==> src/rtl/bcd_mult11_gen_pkg.sv <==
// ---------------------------------------------------------------------------
// bcd_mult11_gen_pkg
//   Shared definitions for the BCD multiple-of-11 generator:
//   - state encoding of the generator FSM (IDLE/ALIGN/EMIT/DONE)
//   - BCD digit width and largest legal digit value
//   - digit saturation helper used when seed checking is disabled
//   No ports (package).
// ---------------------------------------------------------------------------
package bcd_mult11_gen_pkg;

  // Width of one BCD digit. It is fixed at 4 and is only exposed so that
  // ports can be sized from a single name.
  localparam int DIGIT_WIDTH = 4;

  // Largest value a BCD digit may hold.
  localparam logic [3:0] BCD_MAX = 4'd9;

  // Generator states. The encoding is visible on the state_dbg port, so
  // keep these values stable.
  typedef enum logic [1:0] {
    ST_IDLE  = 2'd0,
    ST_ALIGN = 2'd1,
    ST_EMIT  = 2'd2,
    ST_DONE  = 2'd3
  } state_t;

  // Clamp a 4-bit nibble to the legal BCD range (A..F become 9).
  function automatic logic [3:0] bcd_sat(input logic [3:0] x);
    return (x > BCD_MAX) ? BCD_MAX : x;
  endfunction

endpackage

==> src/rtl/bcd_mult11_gen_digit_inc.sv <==
// ---------------------------------------------------------------------------
// bcd_mult11_gen_digit_inc
//   One-digit BCD incrementer: sum = digit + inc + cin, folded back into the
//   0..9 range with a carry out. Chained four times by the generator to add
//   0001 (align) or 0011 (emit) to a 4-digit BCD value.
//
//   Ports
//     digit  in  4  input BCD digit (0..9)
//     cin    in  1  carry from the next lower digit
//     inc    in  1  this digit's own addend (0 or 1)
//     sum    out 4  resulting BCD digit
//     cout   out 1  carry into the next higher digit
// ---------------------------------------------------------------------------
module bcd_mult11_gen_digit_inc
  import bcd_mult11_gen_pkg::*;
(
  input  logic [3:0] digit,
  input  logic       cin,
  input  logic       inc,
  output logic [3:0] sum,
  output logic       cout
);

  // digit <= 9 and inc + cin <= 2, so raw never exceeds 11 and a single
  // "subtract ten" correction is always enough.
  logic [4:0] raw;

  assign raw = {1'b0, digit} + {4'b0000, inc} + {4'b0000, cin};

  always_comb begin
    sum  = raw[3:0];
    cout = 1'b0;
    if (raw > {1'b0, BCD_MAX}) begin
      // 10 -> 0, 11 -> 1; the 4-bit subtraction wraps exactly as needed.
      sum  = raw[3:0] - 4'd10;
      cout = 1'b1;
    end
  end

endmodule

==> src/rtl/bcd_mult11_gen.sv <==
// ---------------------------------------------------------------------------
// bcd_mult11_gen
//   Sequential generator of 4-digit BCD multiples of 11. On start the seed is
//   loaded and stepped by +1 until it is a multiple of 11 (ALIGN), then
//   successive multiples (+11 each) are streamed out (EMIT).
//
//   Parameters
//     WRAP     0: stop after 9999 is accepted; 1: continue from 0000
//     DIGIT_W  BCD digit width, fixed at 4 (port sizing only)
//
//   Configuration macro
//     BCD_CHECK_EN  defined  : adds output err; a start with any seed digit
//                              above 9 is rejected (stays IDLE, err=1); err
//                              clears on the next accepted start.
//                   undefined: no err port; seed digits above 9 are
//                              saturated to 9 and start is always accepted.
//
//   Ports
//     clk        in   1  clock, rising edge
//     rst_n      in   1  asynchronous active-low reset
//     start      in   1  load seed and begin (only looked at in IDLE)
//     seed_a..d  in   4  seed digits, a = thousands .. d = ones
//     a,b,c,d    out  4  current value, a = thousands .. d = ones
//     out_valid  out  1  a..d hold a multiple of 11
//     out_ready  in   1  consumer accepts a..d
//     busy       out  1  state != IDLE
//     done       out  1  one-cycle pulse after 9999 has been accepted
//     err        out  1  (BCD_CHECK_EN only) last start had a bad seed
//     state_dbg  out  2  current FSM state (state_t encoding)
//
//   Handshake: a value transfers on a rising edge where out_valid and
//   out_ready are both high. While out_valid is high a..d do not change, and
//   out_valid only falls after a transfer (or on reset). out_ready has no
//   effect while out_valid is low.
// ---------------------------------------------------------------------------
module bcd_mult11_gen
  import bcd_mult11_gen_pkg::*;
#(
  parameter int WRAP    = 0,
  parameter int DIGIT_W = DIGIT_WIDTH
) (
  input  logic               clk,
  input  logic               rst_n,
  input  logic               start,
  input  logic [DIGIT_W-1:0] seed_a,
  input  logic [DIGIT_W-1:0] seed_b,
  input  logic [DIGIT_W-1:0] seed_c,
  input  logic [DIGIT_W-1:0] seed_d,
  output logic [DIGIT_W-1:0] a,
  output logic [DIGIT_W-1:0] b,
  output logic [DIGIT_W-1:0] c,
  output logic [DIGIT_W-1:0] d,
  output logic               out_valid,
  input  logic               out_ready,
  output logic               busy,
  output logic               done,
`ifdef BCD_CHECK_EN
  output logic               err,
`endif
  output logic [1:0]         state_dbg
);

  state_t state;

  assign state_dbg = state;

  // -------------------------------------------------------------------------
  // Digit chains. Index 0 is the ones digit, index 3 the thousands digit.
  // -------------------------------------------------------------------------
  logic [3:0] cur_dig [4];
  logic [3:0] al_dig  [4];   // current value + 0001
  logic [3:0] em_dig  [4];   // current value + 0011
  logic       al_c    [5];
  logic       em_c    [5];

  assign cur_dig[0] = d;
  assign cur_dig[1] = c;
  assign cur_dig[2] = b;
  assign cur_dig[3] = a;

  assign al_c[0] = 1'b0;
  assign em_c[0] = 1'b0;

  genvar g;
  generate
    for (g = 0; g < 4; g++) begin : g_digit
      // +1: only the ones digit adds, the rest only ripple the carry.
      bcd_mult11_gen_digit_inc u_align_inc (
        .digit (cur_dig[g]),
        .cin   (al_c[g]),
        .inc   ((g == 0) ? 1'b1 : 1'b0),
        .sum   (al_dig[g]),
        .cout  (al_c[g+1])
      );

      // +11: ones and tens digits add, hundreds/thousands only ripple.
      bcd_mult11_gen_digit_inc u_emit_inc (
        .digit (cur_dig[g]),
        .cin   (em_c[g]),
        .inc   ((g < 2) ? 1'b1 : 1'b0),
        .sum   (em_dig[g]),
        .cout  (em_c[g+1])
      );
    end
  endgenerate

  // -------------------------------------------------------------------------
  // Divisibility by 11: alternating digit sum d - c + b - a lies in -18..18,
  // so the value is a multiple of 11 exactly when that sum is -11, 0 or 11.
  // -------------------------------------------------------------------------
  logic signed [5:0] alt_sum;
  logic              is_mult11;

  always_comb begin
    alt_sum = $signed({2'b00, d}) - $signed({2'b00, c})
            + $signed({2'b00, b}) - $signed({2'b00, a});
    is_mult11 = (alt_sum == 6'sd0) || (alt_sum == 6'sd11) ||
                (alt_sum == -6'sd11);
  end

  // In EMIT a..d always hold a multiple of 11. The only such value whose
  // +11 carries out of the thousands digit is 9999 (9988 + 11 = 9999 is the
  // last sum that fits), so the emit chain's final carry marks the top.
  logic at_top;

  assign at_top = em_c[4];

  // The align chain never carries out: 9999 is itself a multiple of 11 and
  // ends alignment first. The carry is still used as a guard so a corrupted
  // value can never wrap to 0000 while aligning.
  logic align_step_ok;

  assign align_step_ok = ~al_c[4];

`ifdef BCD_CHECK_EN
  logic seed_bad;

  assign seed_bad = (seed_a > BCD_MAX) || (seed_b > BCD_MAX) ||
                    (seed_c > BCD_MAX) || (seed_d > BCD_MAX);
`endif

  // -------------------------------------------------------------------------
  // Control FSM with registered outputs.
  // -------------------------------------------------------------------------
  always_ff @(posedge clk or negedge rst_n) begin
    if (!rst_n) begin
      state     <= ST_IDLE;
      a         <= '0;
      b         <= '0;
      c         <= '0;
      d         <= '0;
      out_valid <= 1'b0;
      busy      <= 1'b0;
      done      <= 1'b0;
`ifdef BCD_CHECK_EN
      err       <= 1'b0;
`endif
    end else begin
      done <= 1'b0;

      case (state)
        ST_IDLE: begin
          if (start) begin
`ifdef BCD_CHECK_EN
            if (seed_bad) begin
              err <= 1'b1;
            end else begin
              a     <= seed_a;
              b     <= seed_b;
              c     <= seed_c;
              d     <= seed_d;
              err   <= 1'b0;
              busy  <= 1'b1;
              state <= ST_ALIGN;
            end
`else
            a     <= bcd_sat(seed_a);
            b     <= bcd_sat(seed_b);
            c     <= bcd_sat(seed_c);
            d     <= bcd_sat(seed_d);
            busy  <= 1'b1;
            state <= ST_ALIGN;
`endif
          end
        end

        ST_ALIGN: begin
          if (is_mult11) begin
            out_valid <= 1'b1;
            state     <= ST_EMIT;
          end else if (align_step_ok) begin
            d <= al_dig[0];
            c <= al_dig[1];
            b <= al_dig[2];
            a <= al_dig[3];
          end
        end

        ST_EMIT: begin
          // out_valid is always high in this state, so out_ready alone
          // marks a transfer.
          if (out_ready) begin
            if (at_top) begin
              done <= 1'b1;
              if (WRAP != 0) begin
                a <= '0;
                b <= '0;
                c <= '0;
                d <= '0;
              end else begin
                out_valid <= 1'b0;
                state     <= ST_DONE;
              end
            end else begin
              d <= em_dig[0];
              c <= em_dig[1];
              b <= em_dig[2];
              a <= em_dig[3];
            end
          end
        end

        ST_DONE: begin
          // done was raised on the way in and is cleared by the default
          // above; a..d keep 9999.
          busy  <= 1'b0;
          state <= ST_IDLE;
        end

        default: begin
          out_valid <= 1'b0;
          busy      <= 1'b0;
          state     <= ST_IDLE;
        end
      endcase
    end
  end

endmodule

==> config.mk <==
export PLATFORM = sky130hd
export DESIGN_NAME = bcd_mult11_gen
export DESIGN_NICKNAME = d
export VERILOG_FILES = /design/src/rtl/bcd_mult11_gen_pkg.sv /design/src/rtl/bcd_mult11_gen_digit_inc.sv /design/src/rtl/bcd_mult11_gen.sv
export SDC_FILE = /design/constraint.sdc
export NUM_CORES = 1
export LEC_CHECK = 0
export ABC_CLOCK_PERIOD_IN_PS = 15800
export CAP_MARGIN = 20
export CORE_ASPECT_RATIO = 0.5
export CORE_MARGIN = 3
export CORE_UTILIZATION = 25
export CTS_CLUSTER_SIZE = 12
export DETAILED_ROUTE_END_ITERATION = 7
export SLEW_MARGIN = 20
export SYNTH_ARGS = -nofsm -noshare
export SYNTH_HDL_FRONTEND = slang
export SYNTH_HIERARCHICAL = 1
export SYNTH_SLANG_ARGS = --single-unit
==> constraint.sdc <==
create_clock -name clk -period 15.8 [get_ports clk]
set_clock_uncertainty 0.1 [all_clocks]
set_input_delay 2.37 -clock clk [delete_from_list [all_inputs] [get_ports clk]]
set_output_delay 2.37 -clock clk [all_outputs]
set_load 0.03 [all_outputs]
Yosys cells after proc, flatten, opt, wreduce, memory -nomap -nowiden
Cells that the tools add are included.
Operators by class
  $mul: 0
  reduce and logical (&&, ||, !) cells: 11
  shift operators: 0
  $add $sub $neg: 18
  div/mod/pow operators: 0
  bitwise operators: 0
  multiplexer cells: 56
  $lt $le $gt $ge: 11
  eq/ne operators: 12
Operators by type and width (count)
  4-bit two-way mux: 31
  4-bit one-hot mux with 3 select lines: 4
  5-bit by 4-bit > comparator with 1-bit output, second input constant: 7
  4-bit subtractor, second input constant: 7
  4-bit by 1-bit adder with 5-bit output: 5
  4-bit > comparator, second input constant: 4
  1-bit two-way mux: 14
  2-bit != test, second input constant: 7
  6-bit by 5-bit equality test with 1-bit output, second input constant: 2
  4-bit by 1-bit adder with 5-bit output, second input constant: 2
  2-bit two-way mux: 4
  2-bit one-hot mux with 4 select lines: 1
  4-bit AND reduction: 2
  5-bit by 5-bit adder with 6-bit output: 1
  6-bit logical NOT: 1
  6-bit AND reduction: 1
  6-bit by 5-bit subtractor with 6-bit output: 1
  5-bit by 1-bit adder with 5-bit output: 1
  4-bit by 4-bit subtractor with 5-bit output: 1
  2-bit equality test, second input constant: 2
  1-bit one-hot mux with 2 select lines: 2
  2-bit nonzero test: 2
  3-bit nonzero test: 1
  2-bit by 1-bit equality test with 1-bit output, second input constant: 1
  other kinds (3): 4
Storage, ports and cells
  flip-flop bits (word level): 21
  RAM bits: 0
  ROM bits: 0
  bits in latches: 0
  logic and storage cells: 116
  output and inout port bits: 21
  memories kept: 0

Logic depth before layout (Yosys ltp)
Gate-level depths: netlist (run 1).
  word-level depth: 15
  gate-level depth with buffers: 36
  mapped depth without buffers: 35

By module
Netlist (run 1), hierarchy kept.
By module, submodules not included
  bcd_mult11_gen: seq. area each 525.5 um^2, area each 2215.9 um^2, cells each 271, instances 1
  bcd_mult11_gen_digit_inc at g_digit[0].u_align_inc ...: seq. area each 0.0 um^2, area each 168.9 um^2, cells each 22, instances 7
  bcd_mult11_gen_digit_inc at g_digit[3].u_emit_inc: seq. area each 0.0 um^2, area each 176.4 um^2, cells each 23, instances 1

Worst setup path before layout (run 1)
Ideal clock, no wire load.
  path kind: register -> register
  start point: reg d[0]
  end point: reg b[3]
  slack: 7.776 ns
  path buffers: 2
  setup time: 0.126 ns
  arrival time: 7.798 ns
  clock period less this slack: 8.024 ns
  required time: 15.574 ns
  cell stages (with the launch flop): 37
  cell sequence: dfrtp_1 -> fa_1 -> ha_1 -> xnor2_1 -> ha_1 -> a31oi_1 -> a21oi_1 -> inv_1 -> fa_1 -> ha_1 -> xnor2_1 -> ha_1 -> a31oi_1 -> a21oi_1 -> inv_1 -> fa_1 -> ha_1 -> xnor2_1 -> ha_1 -> a31oi_1 -> a21oi_1 -> inv_1 -> fa_1 -> ha_1 -> xor2_2 -> inv_1 -> ha_1 -> nand2b_1 -> o21ai_1 -> o21ai_2 -> nand2b_1 -> a211o_1 -> clkbuf_1 -> clkbuf_1 -> o21ai_0 -> o21ai_0 -> a311o_1
RTL lines
  start, declared: line bcd_mult11_gen.sv:52  | output logic [DIGIT_W-1:0] d,
  start signal, assigned: line bcd_mult11_gen.sv:180  | d <= bcd_sat(seed_d);
  start signal, assigned: line bcd_mult11_gen.sv:192  | d <= al_dig[0];
  start signal, assigned: line bcd_mult11_gen.sv:215  | d <= em_dig[0];
  end signal, assigned: line bcd_mult11_gen.sv:178  | b <= bcd_sat(seed_b);
  end signal, assigned: line bcd_mult11_gen.sv:194  | b <= al_dig[2];
  end signal, assigned: line bcd_mult11_gen.sv:217  | b <= em_dig[2];
  end, declared: line bcd_mult11_gen.sv:50  | output logic [DIGIT_W-1:0] b,

==> reports/qor.txt, run 1 <==
Tot GR Track Use: 12.0%
layout overhead on the synthesized area: 18.9%
CP endpoint: c[0]$_DFFE_PN0P_
Synth Area per Inst: 7.98 sq um
sequential fraction of the synthesis area: 14.7%
post-route ant nets: 0
clock-pin slew on the worst setup and hold paths: 0.06 ns
asr flop ratio synth: 100%
initial antenna violation count: 0
global route overflow: 0
IO Pins: 41
share of layout cells above drive strength 1: 8.09%
chip width: 175 um
die height: 90.6 um
Slew Limit Fails: 0
Sink Count: 21
Fmax achieved: 109 MHz
dpl ws: 6.72 ns
# port buffers: 40
Worst EP required: 15.89 ns
# diodes: 0
area share of fa/ha/maj cells after synthesis: 18.1%
fin nets: 547
reg2reg setup slack: 6.59 ns
Compound-Gate Fraction of Synth Area: 29.2%
Max Cap Violations: 0
RSZ-0062 raised after global routing: no
CP Capture Type: register
post-synthesis mux area share: 2.63%
reg2reg path depth: 35
TritonCTS buffer count: 3
vias in the first global route: 3223
CTS tree: done
Worst Path Arrival: 9.31 ns
final period utilization: 58.3%
CTS max path bufs: 2
slowest CP cell: nor2_1
first-pass GRT wire length: 16200 um
htree depth: 1
via count: 3461
# DRC: 0
headroom to the max-slew limit: 36.6%
hpwl dp: 7420 um
GPL Wtd Cong: 0.827
drt first-iter violations: 206
row cnt: 30
# resized after CTS: 0
worst hold slack: 0.411 ns
average routed wire per standard cell: 14.8 um
synthesized instance count: 448
final setup vio count: 0
CTS Hold Buffers Added: 0
Worst Setup Start Kind: register
largest net degree at the start of global routing: 47
root buf cell: clkbuf_16
Reg2Reg Capture Point: c[0]$_DFFE_PN0P_
cell area after synthesis: 3570 sq um
Post-CTS Setup Inserts: 0
minimum clock period: 9.21 ns
status: finished, final reports clean
Synth Area in XOR/XNOR: 7.07%
DR pass1 iterations: 4
fillers: 1468
Worst-Margin Slew: 0.948 ns
Yosys cell types: 58
final hold viol count: 0
largest family of logic cells by synthesized area: compound AO/OA/AOI/OAI gates
Critical Path Max Stage Delay: 0.73 ns
CP most frequent cell: ha_1
Yosys warning total: 6
launch point of the worst path: d[0]$_DFFE_PN0P_
final setup margin: 6.59 ns
HP Class: reg -> reg
worst r2r src: d[0]$_DFFE_PN0P_
Crit Path Category: reg -> reg
vias per inst: 5.14
final WL: 9990 um
Core Region: 13800 sq um
flops & latches, synth: 21
top_reg_cell synth: dfrtp_1
clk_lat worst skew: 0.25 ns
Simple-Gate Fraction of Synth Area: 22.0%
number of synthesized flops with an enable pin: 0
Die Area: 15900 sq um
setup_tns: 0 ns
Worst Path Max Fanout: 20
Initial Util: 25.9%
==> metrics by stage <==
| step | utilization, % | area [sq um] | instances |
|---|---|---|---|
| 2_1_floorplan | - | 3600 | 456 |
| 3_3_place_gp | 30.3 | 4180 | 670 |
| 3_5_place_dp | 30.3 | 4180 | 670 |
| 4_1_cts | 30.9 | 4250 | 674 |
| 5_1_grt | 30.8 | 4250 | 674 |
| 6_report | 30.8 | 4250 | 674 |
==> synth_stat cells (6+ instances only) <==
cell type | instances | area share, %
nand4_1 | 10 | 1.8
and3_2 | 7 | 1.5
and3_1 | 10 | 1.8
ha_1 | 31 | 11
a221oi_1 | 6 | 1.5
nor4_1 | 7 | 1.2
nor2b_1 | 17 | 3.0
a22oi_1 | 14 | 2.9
nor2_1 | 12 | 1.3
a21oi_1 | 30 | 4.2
a31oi_1 | 7 | 1.2
nor3b_1 | 7 | 1.5
nand3_1 | 17 | 2.4
o21ai_0 | 34 | 4.8
o21bai_1 | 7 | 1.5
inv_1 | 33 | 3.5
a22o_1 | 10 | 2.5
dfrtp_1 | 21 | 15
o31a_2 | 7 | 2.0
mux2_2 | 7 | 2.2
clkbuf_1 | 14 | 1.5
fa_1 | 13 | 7.3
o211ai_1 | 16 | 3.4
nand2_1 | 27 | 2.8
xnor2_1 | 25 | 6.1
==> flip-flops by register name, summed over array words and instances, names as in the netlist <==
signal	count
a	4
done	1
d	4
out_valid	1
state_dbg	2
busy	1
c	4
b	4
==> worst max-delay path, delay by kind of cell (launching register included) <==
family | cells | cell delay, ns
AND/OR/NAND/NOR | 5 | 1.26
adder cells (fa/ha/maj) | 12 | 3.92
flip-flops | 1 | 0.48
AO/OA/AOI/OAI | 10 | 2.11
buffers and inverters | 4 | 0.39
XOR/XNOR | 4 | 0.88
==> kinds of logic after synthesis <==
logic type | Yosys count
AOI/OAI and AO/OA | 152
buffers and inverters | 54
xor gates and xnor gates | 28
muxes | 8
DFF | 21
and+or+nand+nor | 139
adders and majority gates | 44
other | 2
==> metal layers <==
| metal | track usage [%] | up-vias | wire length (um) |
|---|---|---|---|
| li1 | - | 1719 | - |
| met1 | 17.8 | 1654 | 4910 |
| met2 | 19.8 | 86 | 4530 |
| met3 | 0.504 | 2 | 506 |
| met4 | 1.46 | 0 | 42 |
| met5 | 0 | - | 0 |
==> area by class of cell <==
type                            instances  area (sq um)  share of cell area (%)
Clock buffer                            4          78.8                    1.86
Inverter                               33           124                    2.92
Multi-Input combinational cell        381          2860                    67.4
Sequential cell                        21           526                    12.4
Tap cell                              192           240                    5.65
Timing Repair Buffer                   43           418                    9.84
==> worst min-delay path by stage <==
| stage | start | to | cells past startpoint |
|---|---|---|---|
| 5_1_grt | busy$_DFFE_PN0P_ | busy$_DFFE_PN0P_ | 2 |
| 4_1_cts | busy$_DFFE_PN0P_ | busy$_DFFE_PN0P_ | 2 |
| 2_1_floorplan | busy$_DFFE_PN0P_ | busy$_DFFE_PN0P_ | 2 |
| 6_report | busy$_DFFE_PN0P_ | busy$_DFFE_PN0P_ | 2 |
| 3_5_place_dp | busy$_DFFE_PN0P_ | busy$_DFFE_PN0P_ | 2 |
| 3_3_place_gp | busy$_DFFE_PN0P_ | busy$_DFFE_PN0P_ | 2 |
==> cells in the final DEF, fill, tap and decap left out, types with 5 or more instances in the layout <==
| cell | instances |
|---|---|
| nand2_1 | 27 |
| o31a_2 | 7 |
| nor4_1 | 7 |
| o21bai_1 | 7 |
| nor2_1 | 12 |
| and3_2 | 7 |
| mux2_2 | 7 |
| a22o_1 | 10 |
| o211ai_1 | 16 |
| dfrtp_1 | 21 |
| conb_1 | 10 |
| o21ai_0 | 34 |
| a221oi_1 | 6 |
| o21a_1 | 5 |
| xnor2_1 | 25 |
| fa_1 | 13 |
| inv_1 | 33 |
| a21oi_1 | 30 |
| nand3_1 | 17 |
| nand2b_1 | 5 |
| a22oi_1 | 14 |
| ha_1 | 31 |
| clkdlybuf4s50_1 | 39 |
| nor2b_1 | 17 |
| or3_1 | 5 |
| nor3b_1 | 7 |
| a31oi_1 | 7 |
| nand4_1 | 10 |
| and3_1 | 10 |
Power of run 1 is left out: the tool's default activity adds up to more than one toggle a clock period on the data nets, which glitch-free logic cannot reach.
==> run 2: changes to the inputs <==
--- a/config.mk
+++ b/config.mk
@@ -5,7 +5,7 @@
 export SDC_FILE = /design/constraint.sdc
 export NUM_CORES = 1
 export LEC_CHECK = 0
-export ABC_CLOCK_PERIOD_IN_PS = 15800
+export ABC_CLOCK_PERIOD_IN_PS = 7400
 export CAP_MARGIN = 20
 export CORE_ASPECT_RATIO = 0.5
 export CORE_MARGIN = 3
==> constraint.sdc (replaced) <==
create_clock -name clk -period 7.4 [get_ports clk]
set_clock_uncertainty 0.1 [all_clocks]
set_input_delay 1.11 -clock clk [delete_from_list [all_inputs] [get_ports clk]]
set_output_delay 1.11 -clock clk [all_outputs]
set_load 0.03 [all_outputs]
==> reports/qor.txt, run 2 (synthesis results as in run 1) <==
drt first-iter violations: 225 (+9.2%)
design area: 4770 sq um (+12%)
fin nets: 591 (+8.0%)
CTS tree: done
Crit Path Category: reg -> reg
launch point of the worst path: d[0]$_DFFE_PN0P_
# DRC: 0 (unchanged)
Tot GR Track Use: 13.2% (+1.2 points)
CP most frequent cell: ha_2
HP Class: reg -> reg
DP Area: 4530 sq um (+8.6%)
commonest non-fill, non-tap cell in the layout: buf_4
post-route ant nets: 0 (unchanged)
final period utilization: 95.8% (+37 points)
root buf cell: clkbuf_16
clk_lat worst skew: 0.26 ns (about the same)
setup_tns: 0 ns (unchanged)
hpwl dp: 7910 um (+6.6%)
status: finished, final reports clean
Worst EP required: 7.43 ns (-8.46 ns)
average routed wire per standard cell: 14.9 um (+0.23%)
final setup vio count: 0 (unchanged)
Slew Limit Fails: 0 (unchanged)
fillers: 1458 (-0.68%)
Worst Path Max Fanout: 5 (-75%)
Initial Util: 25.9% (unchanged)
Die Area: 15900 sq um (unchanged)
TritonCTS buffer count: 3 (unchanged)
row cnt: 30 (unchanged)
DR pass1 iterations: 5 (+1)
vias in the first global route: 3572 (+11%)
GPL Wtd Cong: 0.791 (-4.4%)
Fmax achieved: 141 MHz (+30%)
first-pass GRT wire length: 17800 um (+10%)
final WL: 10700 um (+6.8%)
Worst-Margin Slew: 1.03 ns (+0.0836 ns)
placed cells: 709 (+5.8%)
CTS max path bufs: 2 (unchanged)
worst r2r src: d[0]$_DFFE_PN0P_
share of layout cells above drive strength 1: 25.1% (+17 points)
slowest CP cell: dfrtp_2
final hold viol count: 0 (unchanged)
Max Cap Violations: 0 (unchanged)
Sink Count: 21 (unchanged)
initial antenna violation count: 0 (unchanged)
minimum clock period: 7.09 ns (-2.13 ns)
# diodes: 0 (unchanged)
Critical Path Max Stage Delay: 0.42 ns (-0.31 ns)
global route overflow: 0 (unchanged)
CP Capture Type: register
largest net degree at the start of global routing: 47 (unchanged)
vias per inst: 5.10 (-0.65%)
headroom to the max-slew limit: 31.2% (-5.4 points)
non-filler instance count after layout: 718 (+6.5%)
Worst Path Arrival: 7.12 ns (-2.19 ns)
clock-pin slew on the worst setup and hold paths: 0.06 ns (about the same)
IO Pins: 41 (unchanged)
Hold Crit Start: busy$_DFFE_PN0P_
Worst Setup Start Kind: register
most frequent cells in the layout: buf_4 (46), clkdlybuf4s50_1 (39), o21ai_0 (31), inv_1 (29), nand2_1 (27)
via count: 3663 (+5.8%)
chip width: 175 um (unchanged)
Core Region: 13800 sq um (unchanged)
# port buffers: 40 (unchanged)
htree depth: 1 (unchanged)
layout overhead on the synthesized area: 33.5%
die height: 90.6 um (unchanged)
==> run 2: cell types whose count changed in the layout (fill, tap and decap cells not counted), sizes merged <==
cell	delta
buf	+44
==> run 2: area by class of cell <==
| class | count | area [sq um] | area share, % |
|---|---|---|---|
| sequential | 21 | 527 | 11.0 |
| multi-input combinational | 381 | 3040 | 63.7 |
| tap | 192 | 240 | 5.03 |
| inverter | 33 | 124 | 2.60 |
| clock buffer | 4 | 78.8 | 1.65 |
| timing repair buffer | 87 | 761 | 15.9 |
==> run 2: worst paths after layout <==
check | depth (start not counted) | slack (ns) | to
worst min register to register | 2 | 0.41 | busy$_DFFE_PN0P_
worst max register to register | 33 | 0.31 | a[2]$_DFFE_PN0P_
worst max-delay path | 33 | 0.31 | a[2]$_DFFE_PN0P_
max in group asynchronous | 1 | 6.11 | d[0]$_DFFE_PN0P_
worst min-delay path | 2 | 0.41 | busy$_DFFE_PN0P_
min in group asynchronous | 1 | 0.72 | c[2]$_DFFE_PN0P_
==> run 2: through the flow <==
step | hold WS [ns] | util, % | worst slack [ns]
6_report | 0.414 | 34.6 | 0.314
5_1_grt | 0.444 | 34.6 | -0.00832
4_1_cts | 0.420 | 34.0 | 0.0275
3_5_place_dp | 0.407 | 32.9 | -0.320
3_3_place_gp | 0.394 | 32.9 | -0.0286
2_1_floorplan | 0.572 | - | 0.00751
==> run 2: per-layer routing <==
metal  up-vias  track usage (%)  wire length [um]
met5         -                0                 0
met4         0             1.66                42
met3         2            0.966               462
met2        88             22.1              5100
met1      1770             19.2              5070
li1       1803                -                 -
==> run 2: timing repair <==
item,in CTS,in global routing
buffers inserted,2,3
resized for setup,13,25
gates cloned,0,0
pin swaps,7,12
hold buffers,0,0
setup endpoints to repair,16,17
==> run 2: critical path: cells and delay by family (launching register included) <==
family | cells | cell delay, ns
buffers and inverters | 5 | 0.46
DFF | 1 | 0.42
and+or+nand+nor | 2 | 0.44
adders and majority gates | 12 | 3.38
xor gates and xnor gates | 3 | 0.50
AOI/OAI and AO/OA | 11 | 1.69
Power of run 2 is left out for the same reason.
==> run 3: changes to the inputs <==
--- a/config.mk
+++ b/config.mk
@@ -10,6 +10,7 @@
 export CORE_ASPECT_RATIO = 0.5
 export CORE_MARGIN = 3
 export CORE_UTILIZATION = 25
+export CTS_CLUSTER_DIAMETER = 150
 export CTS_CLUSTER_SIZE = 12
 export DETAILED_ROUTE_END_ITERATION = 7
 export SLEW_MARGIN = 20
==> results of run 3 <==
The final DEF is identical to that of run 2; final timing and power are the same.
Power of run 3 is left out for the same reason.
